**src/rtl/jam_scheduler_pkg.sv**
```systemverilog
// Shared traffic package: scheduler state encoding, default timing
// constants and a small lane-decode helper used by the jam scheduler
// and the control unit.
package jam_scheduler_pkg;

    typedef enum logic [1:0] {
        IDLE  = 2'd0,
        GRANT = 2'd1,
        CLEAR = 2'd2
    } jam_state_e;

    localparam int DEF_GREEN_MIN = 4;
    localparam int DEF_GREEN_MAX = 16;
    localparam int DEF_CLEAR_CYC = 2;

    // Width of the green and clearance counters; timing constants must fit.
    localparam int CNT_W = 5;

    // Converts a lane index into a single green bit.
    function automatic logic [3:0] lane_onehot(input logic [1:0] idx);
        return 4'b0001 << idx;
    endfunction

endpackage

```
**src/rtl/jam_scheduler_if.sv**
```systemverilog
// Bundle between the control unit and the jam scheduler: jam-mode enable
// and lane jam flags in, registered green pattern and status out.
interface jam_scheduler_if;

    logic       en;
    logic [3:0] traffic_jam;
    logic [3:0] allow_jam;
    logic [1:0] grant_id;
    logic       busy;

    modport master (
        output en,
        output traffic_jam,
        input  allow_jam,
        input  grant_id,
        input  busy
    );

    modport slave (
        input  en,
        input  traffic_jam,
        output allow_jam,
        output grant_id,
        output busy
    );

endinterface

```
**src/rtl/rr_pick4.sv**
```systemverilog
// Four-lane round-robin picker: returns the first requesting lane after
// ptr (wrapping), with ptr itself checked last so a lone requester can
// win again.
module rr_pick4 (
    input  logic [3:0] req,
    input  logic [1:0] ptr,
    output logic [1:0] sel,
    output logic       any
);

    // Scan from the farthest candidate back to the nearest so the nearest wins.
    always_comb begin
        sel = ptr;
        any = |req;
        for (int k = 3; k >= 1; k--) begin
            if (req[ptr + 2'(k)]) begin
                sel = ptr + 2'(k);
            end
        end
    end

endmodule

```
**src/rtl/jam_scheduler.sv**
```systemverilog
// Jam-mode green scheduler: grants one jammed lane at a time in round-robin
// order, holds green between GREEN_MIN and GREEN_MAX cycles, and inserts
// CLEAR_CYC all-red cycles between grants. Every output is a flop.
module jam_scheduler
    import jam_scheduler_pkg::*;
#(
    parameter int GREEN_MIN = DEF_GREEN_MIN,
    parameter int GREEN_MAX = DEF_GREEN_MAX,
    parameter int CLEAR_CYC = DEF_CLEAR_CYC
) (
    input  logic            clk,
    input  logic            rst_n,
    jam_scheduler_if.slave  bus
);

    localparam logic [CNT_W-1:0] GMIN_C = CNT_W'(GREEN_MIN);
    localparam logic [CNT_W-1:0] GMAX_C = CNT_W'(GREEN_MAX);
    localparam logic [CNT_W-1:0] CLR_C  = CNT_W'(CLEAR_CYC);

    jam_state_e       state_q, state_d;
    logic [3:0]       allow_q, allow_d;
    logic [1:0]       grant_q, grant_d;
    logic [1:0]       rr_ptr_q, rr_ptr_d;
    logic [CNT_W-1:0] green_cnt_q, green_cnt_d;
    logic [CNT_W-1:0] clear_cnt_q, clear_cnt_d;
    logic             busy_q, busy_d;
    logic             grant_now;
    logic [1:0]       pick_sel;
    logic             pick_any;

    rr_pick4 u_pick (
        .req (bus.traffic_jam),
        .ptr (rr_ptr_q),
        .sel (pick_sel),
        .any (pick_any)
    );

    // Next-state logic: enable drop wins, then per-state sequencing, then a
    // common grant-issue path shared by IDLE and the end of CLEAR.
    always_comb begin
        state_d     = state_q;
        allow_d     = allow_q;
        grant_d     = grant_q;
        rr_ptr_d    = rr_ptr_q;
        green_cnt_d = green_cnt_q;
        clear_cnt_d = clear_cnt_q;
        grant_now   = 1'b0;

        if (!bus.en) begin
            state_d     = IDLE;
            allow_d     = 4'b0000;
            green_cnt_d = '0;
            clear_cnt_d = '0;
        end else begin
            case (state_q)
                IDLE: begin
                    if (pick_any) begin
                        grant_now = 1'b1;
                    end
                end
                GRANT: begin
                    if ((green_cnt_q >= GMIN_C && !bus.traffic_jam[grant_q]) ||
                        green_cnt_q == GMAX_C) begin
                        state_d     = CLEAR;
                        allow_d     = 4'b0000;
                        green_cnt_d = '0;
                        clear_cnt_d = CNT_W'(1);
                    end else if (green_cnt_q < GMAX_C) begin
                        green_cnt_d = green_cnt_q + CNT_W'(1);
                    end
                end
                CLEAR: begin
                    if (clear_cnt_q >= CLR_C) begin
                        clear_cnt_d = '0;
                        if (pick_any) begin
                            grant_now = 1'b1;
                        end else begin
                            state_d = IDLE;
                        end
                    end else begin
                        clear_cnt_d = clear_cnt_q + CNT_W'(1);
                    end
                end
                default: begin
                    state_d = IDLE;
                    allow_d = 4'b0000;
                end
            endcase
        end

        if (grant_now) begin
            state_d     = GRANT;
            allow_d     = lane_onehot(pick_sel);
            grant_d     = pick_sel;
            rr_ptr_d    = pick_sel;
            green_cnt_d = CNT_W'(1);
        end

        busy_d = (state_d != IDLE);
    end

    // State and output registers; reset points the pointer at lane 3 so lane 0 wins first.
    always_ff @(posedge clk or negedge rst_n) begin
        if (!rst_n) begin
            state_q     <= IDLE;
            allow_q     <= 4'b0000;
            grant_q     <= 2'd3;
            rr_ptr_q    <= 2'd3;
            green_cnt_q <= '0;
            clear_cnt_q <= '0;
            busy_q      <= 1'b0;
        end else begin
            state_q     <= state_d;
            allow_q     <= allow_d;
            grant_q     <= grant_d;
            rr_ptr_q    <= rr_ptr_d;
            green_cnt_q <= green_cnt_d;
            clear_cnt_q <= clear_cnt_d;
            busy_q      <= busy_d;
        end
    end

    assign bus.allow_jam = allow_q;
    assign bus.grant_id  = grant_q;
    assign bus.busy      = busy_q;

endmodule

```
**src/flat_wrapper.sv**
```systemverilog
// flat-port wrapper written by rule: the top's interface ports become plain ports
module jam_scheduler_flat import jam_scheduler_pkg::*;
#(
    parameter int GREEN_MIN = DEF_GREEN_MIN,
    parameter int GREEN_MAX = DEF_GREEN_MAX,
    parameter int CLEAR_CYC = DEF_CLEAR_CYC
)
  (clk, rst_n, bus_en, bus_traffic_jam, bus_allow_jam, bus_grant_id, bus_busy);
  jam_scheduler_if bus_i ();
  input  logic clk;
  input  logic rst_n;
  input wire logic [$bits(bus_i.en)-1:0] bus_en;
  input wire logic [$bits(bus_i.traffic_jam)-1:0] bus_traffic_jam;
  output wire logic [$bits(bus_i.allow_jam)-1:0] bus_allow_jam;
  output wire logic [$bits(bus_i.grant_id)-1:0] bus_grant_id;
  output wire logic [$bits(bus_i.busy)-1:0] bus_busy;
  assign bus_i.en = bus_en;
  assign bus_i.traffic_jam = bus_traffic_jam;
  assign bus_allow_jam = bus_i.allow_jam;
  assign bus_grant_id = bus_i.grant_id;
  assign bus_busy = bus_i.busy;
  jam_scheduler #(.GREEN_MIN(GREEN_MIN), .GREEN_MAX(GREEN_MAX), .CLEAR_CYC(CLEAR_CYC)) u_core (.clk(clk), .rst_n(rst_n), .bus(bus_i));
endmodule
```
**config.mk**
```make
export PLATFORM = sky130hd
export DESIGN_NAME = jam_scheduler_flat
export DESIGN_NICKNAME = d
export VERILOG_FILES = /design/src/rtl/jam_scheduler_pkg.sv /design/src/rtl/jam_scheduler_if.sv /design/src/rtl/rr_pick4.sv /design/src/rtl/jam_scheduler.sv /design/src/flat_wrapper.sv
export SDC_FILE = /design/constraint.sdc
export NUM_CORES = 1
export LEC_CHECK = 0
export BUFFER_PORTS_ARGS = -buffer_cell sky130_fd_sc_hd__buf_2
export CORE_MARGIN = 8
export CORE_UTILIZATION = 28
export DETAILED_ROUTE_END_ITERATION = 6
export GPL_TIMING_DRIVEN = 0
export PLACE_DENSITY = 0.49
export SYNTH_ARGS = -nofsm -noshare
export SYNTH_HDL_FRONTEND = slang
export SYNTH_SLANG_ARGS = --single-unit
```
**constraint.sdc**
```tcl
create_clock -name clk -period 5.1 [get_ports clk]
set_input_delay 0 -clock clk [delete_from_list [all_inputs] [get_ports clk]]
set_output_delay 0 -clock clk [all_outputs]
set_load 0.02 [all_outputs]
```
After elaboration in Yosys (flattened, before gate mapping)
Index checks and enable logic that the tools add are counted.
{"block": "totals", "register_bits": 19, "latchBits": 0, "ramBits": 0, "mem_bits_ro": 0, "in_bits": 7, "output_inout_bits": 7, "elab_cells": 72, "n_memories": 0}
{"block": "op_classes", "n_addsub": 5, "multipliers": 0, "div": 0, "magnitude_cmp": 7, "eq_ne": 9, "shifts": 1, "muxes": 34, "bitwise": 0, "reduce_logical": 10}
{"operator": "5-bit two-way mux", "n": 8}
{"operator": "2-bit two-way mux", "n": 8}
{"operator": "2-bit by 3-bit less-than comparator with 1-bit output, second input constant", "n": 4}
{"operator": "4-bit two-way mux", "n": 3}
{"operator": "5-bit by 1-bit adder with 5-bit output, second input constant", "n": 2}
{"operator": "5-bit case mux with 2 select lines", "n": 1}
{"operator": "1-bit binary-select mux with 2-bit select", "n": 4}
{"operator": "4-bit case mux with 2 select lines", "n": 1}
{"operator": "1-bit two-way mux", "n": 7}
{"operator": "3-bit by 1-bit != test with 1-bit output, second input constant", "n": 2}
{"operator": "3-bit by 2-bit != test with 1-bit output, second input constant", "n": 2}
{"operator": "2-bit case mux with 3 select lines", "n": 1}
{"operator": "2-bit AND reduction", "n": 3}
{"operator": "5-bit == test, second input constant", "n": 1}
{"operator": "5-bit by 2-bit greater-or-equal comparator with 1-bit output, second input constant", "n": 1}
{"operator": "5-bit by 3-bit greater-or-equal comparator with 1-bit output, second input constant", "n": 1}
{"operator": "5-bit less-than comparator, second input constant", "n": 1}
{"operator": "2-bit adder, second input constant", "n": 2}
{"operator": "4-bit by 1-bit != test with 1-bit output, second input constant", "n": 1}
{"operator": "4-bit by 2-bit != test with 1-bit output, second input constant", "n": 1}
{"operator": "4-bit OR reduction", "n": 1}
{"operator": "1-bit by 2-bit left shift with 4-bit output, first input constant", "n": 1}
{"operator": "2-bit by 1-bit adder with 2-bit output, second input constant", "n": 1}
{"operator": "2-bit by 1-bit == test with 1-bit output, second input constant", "n": 1}
{"operator": "other kinds (8)", "n": 8}

Longest topological paths before layout
Gate-level depths: netlist (run 1).
{"block": "depth", "depth_word": 10, "ltp_mapped": 6}

Hierarchy
From an unflattened synthesis (run 1), not the netlist that was laid out.
{"block": "unflattened", "cells_unflattened": 111, "hier_area_um2": 1121.1}
{"module": "jam_scheduler", "n_inst": 1, "cells_each": 99, "area_each_um2": 1034.7, "seq_area_each_um2": 478.0}
{"module": "rr_pick4", "n_inst": 1, "cells_each": 12, "area_each_um2": 86.3, "seq_area_each_um2": 0.0}

Least setup slack after synthesis (run 1)
OpenSTA, ideal clock, no wires.
{"block": "synth_timing", "kind": "flip-flop to flip-flop", "start": "register u_core.grant_q[1] (netlist: u_core.bus.grant_id[1])", "end": "register u_core.green_cnt_q[4]", "arrival_time_ps": 1889, "t_required_ps": 4978, "path_slack_ps": 3090, "stages_incl_launch_ff": 6, "n_path_buf": 1, "synth_period_minus_slack_ps": 2010, "path_cell_list": "dfstp_2 buf_6 mux4_2 and3_1 and4_1 a32o_1"}
{"block": "synth_via", "elab_chain_cells": 9, "elab_cells_between_ends": 11, "classes_between": "eq/ne: 1; mux: 6; reduce/logical: 4"}
{"item": "start, declared", "line": "jam_scheduler.sv:22", "source": "logic [1:0] grant_q, grant_d;"}
{"item": "start signal, assigned", "line": "jam_scheduler.sv:115", "source": "grant_q <= grant_d;"}
{"item": "1-bit binary-select mux with 2-bit select (*)", "line": "jam_scheduler.sv:62", "source": "if ((green_cnt_q >= GMIN_C && !bus.traffic_jam[grant_q]) ||"}
{"item": "1-bit two-way mux (not written as such) (*)", "line": "jam_scheduler.sv:62"}
{"item": "1-bit zero test (*)", "line": "jam_scheduler.sv:62"}
{"item": "1-bit logical AND (*)", "line": "jam_scheduler.sv:62"}
{"item": "1-bit logical OR (*)", "line": "jam_scheduler.sv:62"}
{"item": "5-bit two-way mux", "line": "jam_scheduler.sv:62"}
{"item": "5-bit two-way mux", "line": "jam_scheduler.sv:55", "source": "case (state_q)"}
{"item": "5-bit two-way mux", "line": "jam_scheduler.sv:49", "source": "if (!bus.en) begin"}
{"item": "5-bit two-way mux", "line": "jam_scheduler.sv:91", "source": "if (grant_now) begin"}
{"item": "end signal, assigned", "line": "jam_scheduler.sv:117", "source": "green_cnt_q <= green_cnt_d;"}
{"item": "end, declared", "line": "jam_scheduler.sv:24", "source": "logic [CNT_W-1:0] green_cnt_q, green_cnt_d;"}
Every way passes the cells marked *; elsewhere a longest branch is shown, timed or not. The select of a mux whose other input is x is not followed.
A chain may end at the register's enable or synchronous reset.

Worst setup path after layout (run 1)
Ends and elaborated chain as after synthesis.

==> results.md, run 1 <==
* Worst path cell trace: buf_6 > mux4_2 > a32o_1 > and2_1 > a32o_1
* Post-synth ARST share at 100.0%
* Post-CTS sizing at 0
* Total CTS buffers at 3
* Clk slew on worst S/H paths at 0.07 ns
* Outcome: finished, final reports clean
* Via count of the routed design at 946
* Die Y at 79.10 um
* Slew Limit Fails at 0
* Routability cong. at 0.8145
* Crit-path slowest cell: mux4_2
* Post-synthesis compound-gate area fraction at 22.00%
* CTS Buffer Depth at 2
* Syn_area_per_cell at 9.866 um^2
* Post-route ant nets at 0
* Met3 wire length at 87 um
* Max Cap Viol at 0
* Clk root buf: clkbuf_8
* Latest clock arrival within the worst-skew pair at 0.26 ns
* Die area at 6257 um^2
* WL met1 at 1173 um
* Global route total overflow at 0
* Setup CP Type: reg2reg
* Detailed Route WL at 2522 um
* Syn nets at 124
* Post-synthesis mux area share at 3.816%
* Minimum clock period at 2.030 ns
* Post-CTS Setup Bufs at 0
* Cell Area, Synth at 1115 um^2
* Row Count at 23
* Worst Hold Class: in2reg
* Period utilization at 39.81%
* Synth-to-Final Area Change at 16.50%
* EDFF count, synth at 0
* CTS tree: done
* Max Freq at 492.5 MHz
* NumNets Final at 143
* Commonest non-fill, non-tap cell in the layout: dfrtp_1
* Synth Area in XOR/XNOR at 0%
* Startpoint Class: flop
* Synth Instances at 113
* Worst Max-Slew Pin Slew at 0.4953 ns
* Ant. Diodes at 0
* Met2 wire length at 1234 um
* All-Layer GR Usage at 8.704%
* Static leakage at 0.5931 nW
* Vias per cell at 5.227
* Delay-heaviest family, CP: multiplexers
* # DRC at 0
* First-pass GRT wire length at 4464 um
* Final setup fails at 0
* Inst Count DP at 176
* Simple-gate share of the synthesized area at 23.46%
* Slowest stage delay, CP at 0.57 ns
* Crit-path max FO at 10
* Cell Pwr Density at 397.1 nW/um^2
* Clk sink count at 19
* RSZ-0062 raised after global routing: false
* Most used cell along the critical path: a32o_1
* Vias in the first global route at 953
* Most frequent cells in the layout: dfrtp_1 (17), nand2_1 (13), buf_2 (13)
* Adder-cell share of the synthesized area at 4.489%
* Core footprint at 3914 um^2
* Starting Density at 28.48%
* Top_reg_cell synth: dfrtp_1
* Hold Fails Final Rpt at 0
* Initial drt markers at 17
* H-tree levels at 1
* Pin count of the biggest net entering global routing at 20
* Setup tns final at 0 ns
* Flop and latch count out of synthesis at 19
* Die W at 79.10 um
* Hold_buf cts at 1
* DP HPWL at 1905 um
* IO Port Bufs at 13
* Num ports at 14
* Antenna violations before repair at 0
* Final Util at 33.18%
* VDD IR-drop max at 0.2023 mV
* CP Data Required Time at 5.25 ns
* Layout Cells excl Fill at 181
* Relative slew slack at 66.70%
* DR top layer: met4
* DR WL/cell at 13.93 um
* Library cells used by synthesis at 41
* WP buf/inv at 1
* Share of layout cells above drive strength 1 at 18.32%
* Yosys warning count at 0
* CP arrival at 2.18 ns
* Sequential fraction of the synthesis area at 42.87%
* Skew final at 0.0009484 ns
* Largest family of logic cells by synthesized area: simple AND/OR/NAND/NOR gates
* DRT Pass-1 Iters at 4
* Critical path endpoint category: flop
[registers in the layout, indices dropped and copies added, names as in the netlist]
signal,cells
u_core.bus.busy,1
u_core.green_cnt_q,5
u_core.clear_cnt_q,5
u_core.bus.grant_id,2
u_core.bus.allow_jam,4
u_core.state_q,2
[routing by layer]
metal,vias to the layer above,GRT usage [%]
met1,465,10.15
met4,0,3.333
met3,4,2.144
met5,-,0
met2,14,14.95
li1,463,-
[stage by stage]
| step | hold slack [ns] | cell area (um^2) | setup slack, ns | power (W) |
|---|---|---|---|---|
| 2_1_floorplan | -0.2956 | 1115 | 3.090 | 0.0003533 |
| 3_3_place_gp | -0.03563 | 1242 | 3.094 | 0.0004086 |
| 3_5_place_dp | -0.02867 | 1242 | 3.099 | 0.0004110 |
| 4_1_cts | 0.1738 | 1299 | 3.079 | 0.0005211 |
| 5_1_grt | 0.1885 | 1299 | 2.973 | 0.0005509 |
| 6_report | 0.1705 | 1299 | 3.070 | 0.0005157 |
[report_power, final]
| part | total, W | switching, W | internal (W) |
|---|---|---|---|
| Clock | 0.000107 | 0.0000530 | 0.0000543 |
| Combinational | 0.000201 | 0.000118 | 0.0000825 |
| Sequential | 0.000208 | 0.0000249 | 0.000183 |
| Total | 0.000516 | 0.000196 | 0.000320 |
[path summary, 6_finish.rpt]
kind | start | end | slack (ns) | depth (start not counted)
max | u_core.bus.grant_id[1]$_DFFE_PN1P_ | u_core.green_cnt_q[4]$_DFFE_PN0P_ | 3.07 | 5
min | bus_en | u_core.green_cnt_q[3]$_DFFE_PN0P_ | 0.17 | 4
max reg2reg | u_core.bus.grant_id[1]$_DFFE_PN1P_ | u_core.green_cnt_q[4]$_DFFE_PN0P_ | 3.07 | 5
min reg2reg | u_core.bus.allow_jam[1]$_DFFE_PN0P_ | u_core.bus.allow_jam[1]$_DFFE_PN0P_ | 0.49 | 1
max in group asynchronous | rst_n | u_core.bus.grant_id[0]$_DFFE_PN1P_ | 4.55 | 2
min in group asynchronous | rst_n | u_core.clear_cnt_q[3]$_DFFE_PN0P_ | 0.22 | 2
[cell usage after synthesis (all sizes together), types with 2 or more instances]
cell type	number	area, um^2
a21oi	8	43.79
a22o	2	17.52
a22oi	2	15.01
a32o	6	60.06
and2	4	25.03
and3	3	18.77
dfrtp	17	425.4
dfstp	2	52.55
ha	4	50.05
inv	6	22.52
mux2i	2	20.02
nand2	13	48.80
nand2b	4	25.02
nand3	4	20.02
nand4	2	12.51
nor2	5	18.77
nor2b	3	18.77
nor3	2	10.01
o21ai	3	15.01
or4	2	15.01
[cells by family (layout without fill, tap and decap cells)]
logic type,after synthesis,count (layout)
fa+ha+maj,4,4
buf+inv,8,26
flops,19,19
compound gates,31,31
simple gates,48,48
mux,3,3
[worst reg2reg max path, delay by kind of cell, from the launching register on]
kind                   cells  cell delay [ns]
AND/OR/NAND/NOR            1             0.19
flip-flops                 1             0.54
buffers and inverters      1             0.13
multiplexers               1             0.57
AO/OA/AOI/OAI              2             0.50
[layout make-up]
type,count,area (um^2)
fill,430,2615
multi-input combinational,86,599.3
sequential,19,478.0
timing repair buffer,14,75.07
tap,50,62.56
clock buffer,3,41.29
inverter,6,22.52
buffer,2,15.01
clock inverter,1,5.005
Note: power is estimated with default switching activity, not from simulation.
==> run 2, diff against run 1 <==
--- a/config.mk
+++ b/config.mk
@@ -10,7 +10,7 @@
 export CORE_UTILIZATION = 28
 export DETAILED_ROUTE_END_ITERATION = 6
 export GPL_TIMING_DRIVEN = 0
-export PLACE_DENSITY = 0.49
+export PLACE_DENSITY = 0.51
 export SYNTH_ARGS = -nofsm -noshare
 export SYNTH_HDL_FRONTEND = slang
 export SYNTH_SLANG_ARGS = --single-unit
==> constraint.sdc (replaced) <==
create_clock -name clk -period 1.7 [get_ports clk]
set_input_delay 0 -clock clk [delete_from_list [all_inputs] [get_ports clk]]
set_output_delay 0 -clock clk [all_outputs]
set_load 0.02 [all_outputs]
==> run 2 against run 1 <==
Clock power grew to 3.0 times the previous value. Critical endpoint unchanged. Global-route usage is 0.41 points lower. Largest power group is now combinational cells. Maximum frequency is 7.1% higher. Sequential power grew to 3.0 times the previous value. Highest routed layer unchanged. The flow now finishes with violations (negative setup slack). Final area is 6.3% higher. Wire length is 3.1% higher. Sequential cell count stayed put. Worst setup slack worse by 3.3 ns.
==> results.md, run 2 (synthesis gave the netlist of run 1 again) <==
* Beginning of the critical path: u_core.bus.grant_id[1]$_DFFE_PN1P_ (unchanged)
* Ant. Diodes at 0 (unchanged)
* R2r worst-path depth at 4 (was 5)
* Skew final at 0.005344 ns (was 0.0009484 ns)
* Worst Hold Class: in2reg (unchanged)
* Clk pwr share at 19.4% (was 20.8%)
* CTS tree: done (unchanged)
* Final Util at 35.26% (was 33.18%)
* # DRC at 0 (unchanged)
* Detailed Route WL at 2599 um (was 2522 um)
* Post-route ant nets at 0 (unchanged)
* RR Endpoint: u_core.green_cnt_q[4]$_DFFE_PN0P_ (unchanged)
* Most frequent cells in the layout: dfrtp_1 (17), nand2_1 (13), buf_2 (13) (unchanged)
* NumNets Final at 146 (was 143)
* Critical path endpoint category: flop (unchanged)
* Max Freq at 527.5 MHz (was 492.5 MHz)
* Vias in the first global route at 931 (was 953)
* Slew Limit Fails at 0 (unchanged)
* Latest clock arrival within the worst-skew pair at 0.26 ns (about the same)
* Setup crit end: u_core.green_cnt_q[4]$_DFFE_PN0P_ (unchanged)
* H-tree levels at 1 (unchanged)
* Startpoint Class: flop (unchanged)
* Inst Count DP at 176 (unchanged)
* Static leakage at 0.6126 nW (was 0.5931 nW)
* Total CTS buffers at 3 (unchanged)
* Register share of total power at 38.5% (was 40.3%)
* Outcome: finished with violations (was finished, final reports clean)
* Period utilization at 111.5% (was 39.81%)
* Reg2reg start: u_core.bus.grant_id[1]$_DFFE_PN1P_ (unchanged)
* Core footprint at 3914 um^2 (unchanged)
* Share of layout cells above drive strength 1 at 27.61% (was 18.32%)
* Setup CP Type: reg2reg (unchanged)
* Die area at 6257 um^2 (unchanged)
* Reg2Reg Setup Slack at -0.20 ns (was 3.07 ns)
* Num ports at 14 (unchanged)
* Antenna violations before repair at 0 (unchanged)
* Commonest non-fill, non-tap cell in the layout: dfrtp_1 (unchanged)
* All-Layer GR Usage at 8.290% (was 8.704%)
* DRT Pass-1 Iters at 4 (unchanged)
* Global route total overflow at 0 (unchanged)
* DR WL/cell at 14.13 um (was 13.93 um)
* Pin count of the biggest net entering global routing at 20 (unchanged)
* Internal power at 0.001012 W (was 0.0003197 W)
* Net Sw Power at 0.0006232 W (was 0.0001960 W)
* Synth-to-Final Area Change at 23.79% (was 16.50%)
* Die Y at 79.10 um (unchanged)
* Starting Density at 28.48% (unchanged)
* Relative slew slack at 63.99% (was 66.70%)
* CP Data Required Time at 1.84 ns (was 5.25 ns)
* CTS Buffer Depth at 2 (unchanged)
* Via count of the routed design at 952 (was 946)
* Die W at 79.10 um (unchanged)
* Row Count at 23 (unchanged)
* Hold Fails Final Rpt at 0 (unchanged)
* Comb pwr share at 42.0% (was 38.9%)
* Layout Cells excl Fill at 184 (was 181)
* Sw frac at 38.12% (was 38.01%)
* Cell Pwr Density at 1185 nW/um^2 (was 397.1 nW/um^2)
* IO Port Bufs at 13 (unchanged)
* VDD IR-drop max at 0.5348 mV (was 0.2023 mV)
* Max Cap Viol at 0 (unchanged)
* Final worst setup slack at -0.1957 ns (was 3.070 ns)
* Clk root buf: clkbuf_8 (unchanged)
* Clk slew on worst S/H paths at 0.08 ns (was 0.07 ns)
* Initial drt markers at 54 (was 17)
* Worst Max-Slew Pin Slew at 0.5390 ns (was 0.4953 ns)
* First-pass GRT wire length at 4229 um (was 4464 um)
* DP HPWL at 1881 um (was 1905 um)
* Clk sink count at 19 (unchanged)
* Vias per cell at 5.174 (was 5.227)
* Crit-path max FO at 6 (was 10)
* Final setup fails at 15 (was 0)
* Minimum clock period at 1.896 ns (was 2.030 ns)
* CP arrival at 2.04 ns (was 2.18 ns)
* Failing checks: negative setup slack
* Routability cong. at 0.7836 (was 0.8145)
* RSZ-0062 raised after global routing: true (was false)
-- run 2: layer usage --
metal / GRT usage, % / share of wire, %
met3: 2.144 / 2.7
met4: 2.778 / 0.50
met2: 13.48 / 50
met5: 0 / 0
met1: 10.38 / 47
-- run 2: how the worst min path moves through the flow --
stage                                                      to  slack [ns]  cells past startpoint                from
after floorplan           u_core.bus.allow_jam[0]$_DFFE_PN0P_       -0.30                      0               rst_n
after global placement      u_core.green_cnt_q[3]$_DFFE_PN0P_       -0.03                      1               rst_n
after detailed placement    u_core.green_cnt_q[3]$_DFFE_PN0P_       -0.02                      1               rst_n
after CTS                  u_core.bus.grant_id[1]$_DFFE_PN1P_        0.17                      3  bus_traffic_jam[2]
after global routing       u_core.bus.grant_id[1]$_DFFE_PN1P_        0.19                      3  bus_traffic_jam[2]
final                       u_core.green_cnt_q[3]$_DFFE_PN0P_        0.18                      4              bus_en
-- run 2: final cells by class --
| cell class | instances | area (um^2) |
|---|---|---|
| inverter | 6 | 22.52 |
| sequential | 19 | 478.0 |
| tap | 50 | 62.56 |
| clock inverter | 1 | 5.005 |
| fill | 424 | 2534 |
| clock buffer | 3 | 41.29 |
| timing repair buffer | 18 | 108.9 |
| buffer | 1 | 3.754 |
| multi-input combinational | 86 | 658.1 |
-- run 2: per-stage QoR --
step	instance area, um^2	TNS [ns]	total power, W	setup WS (ns)	hold slack, ns
2_1_floorplan	1124	-2.155	0.001068	-0.3050	-0.2956
3_3_place_gp	1251	-2.821	0.001239	-0.3229	-0.03145
3_5_place_dp	1251	-2.825	0.001249	-0.3245	-0.02232
4_1_cts	1335	-2.363	0.001606	-0.3018	0.1744
5_1_grt	1380	-2.848	0.001736	-0.2607	0.1926
6_report	1380	-1.658	0.001635	-0.1957	0.1753
-- run 2: timing repair --
action / 4_1_cts / 5_1_grt
endpoints found under the hold margin: 17 / 0
pin swaps: 2 / 2
endpoints found under the setup margin: 16 / 17
hold buffers: 1 / 0
resized for setup: 4 / 10
buffers inserted: 1 / 3
-- run 2: worst max-delay path, cell delays in order (launching register included) --
cell     delay (ns)
dfstp_2        0.56
mux4_2         0.57
a32o_2         0.30
and2_4         0.16
a32o_1         0.19
-- run 2: power groups by stage --
stage	clock, W	combinational (W)	sequential (W)
after floorplan	0	0.000373	0.000695
after global routing	0.000343	0.000746	0.000647
after detailed placement	0	0.000617	0.000632
after CTS	0.000328	0.000653	0.000624
after global placement	0	0.000612	0.000628
final	0.000318	0.000687	0.000630
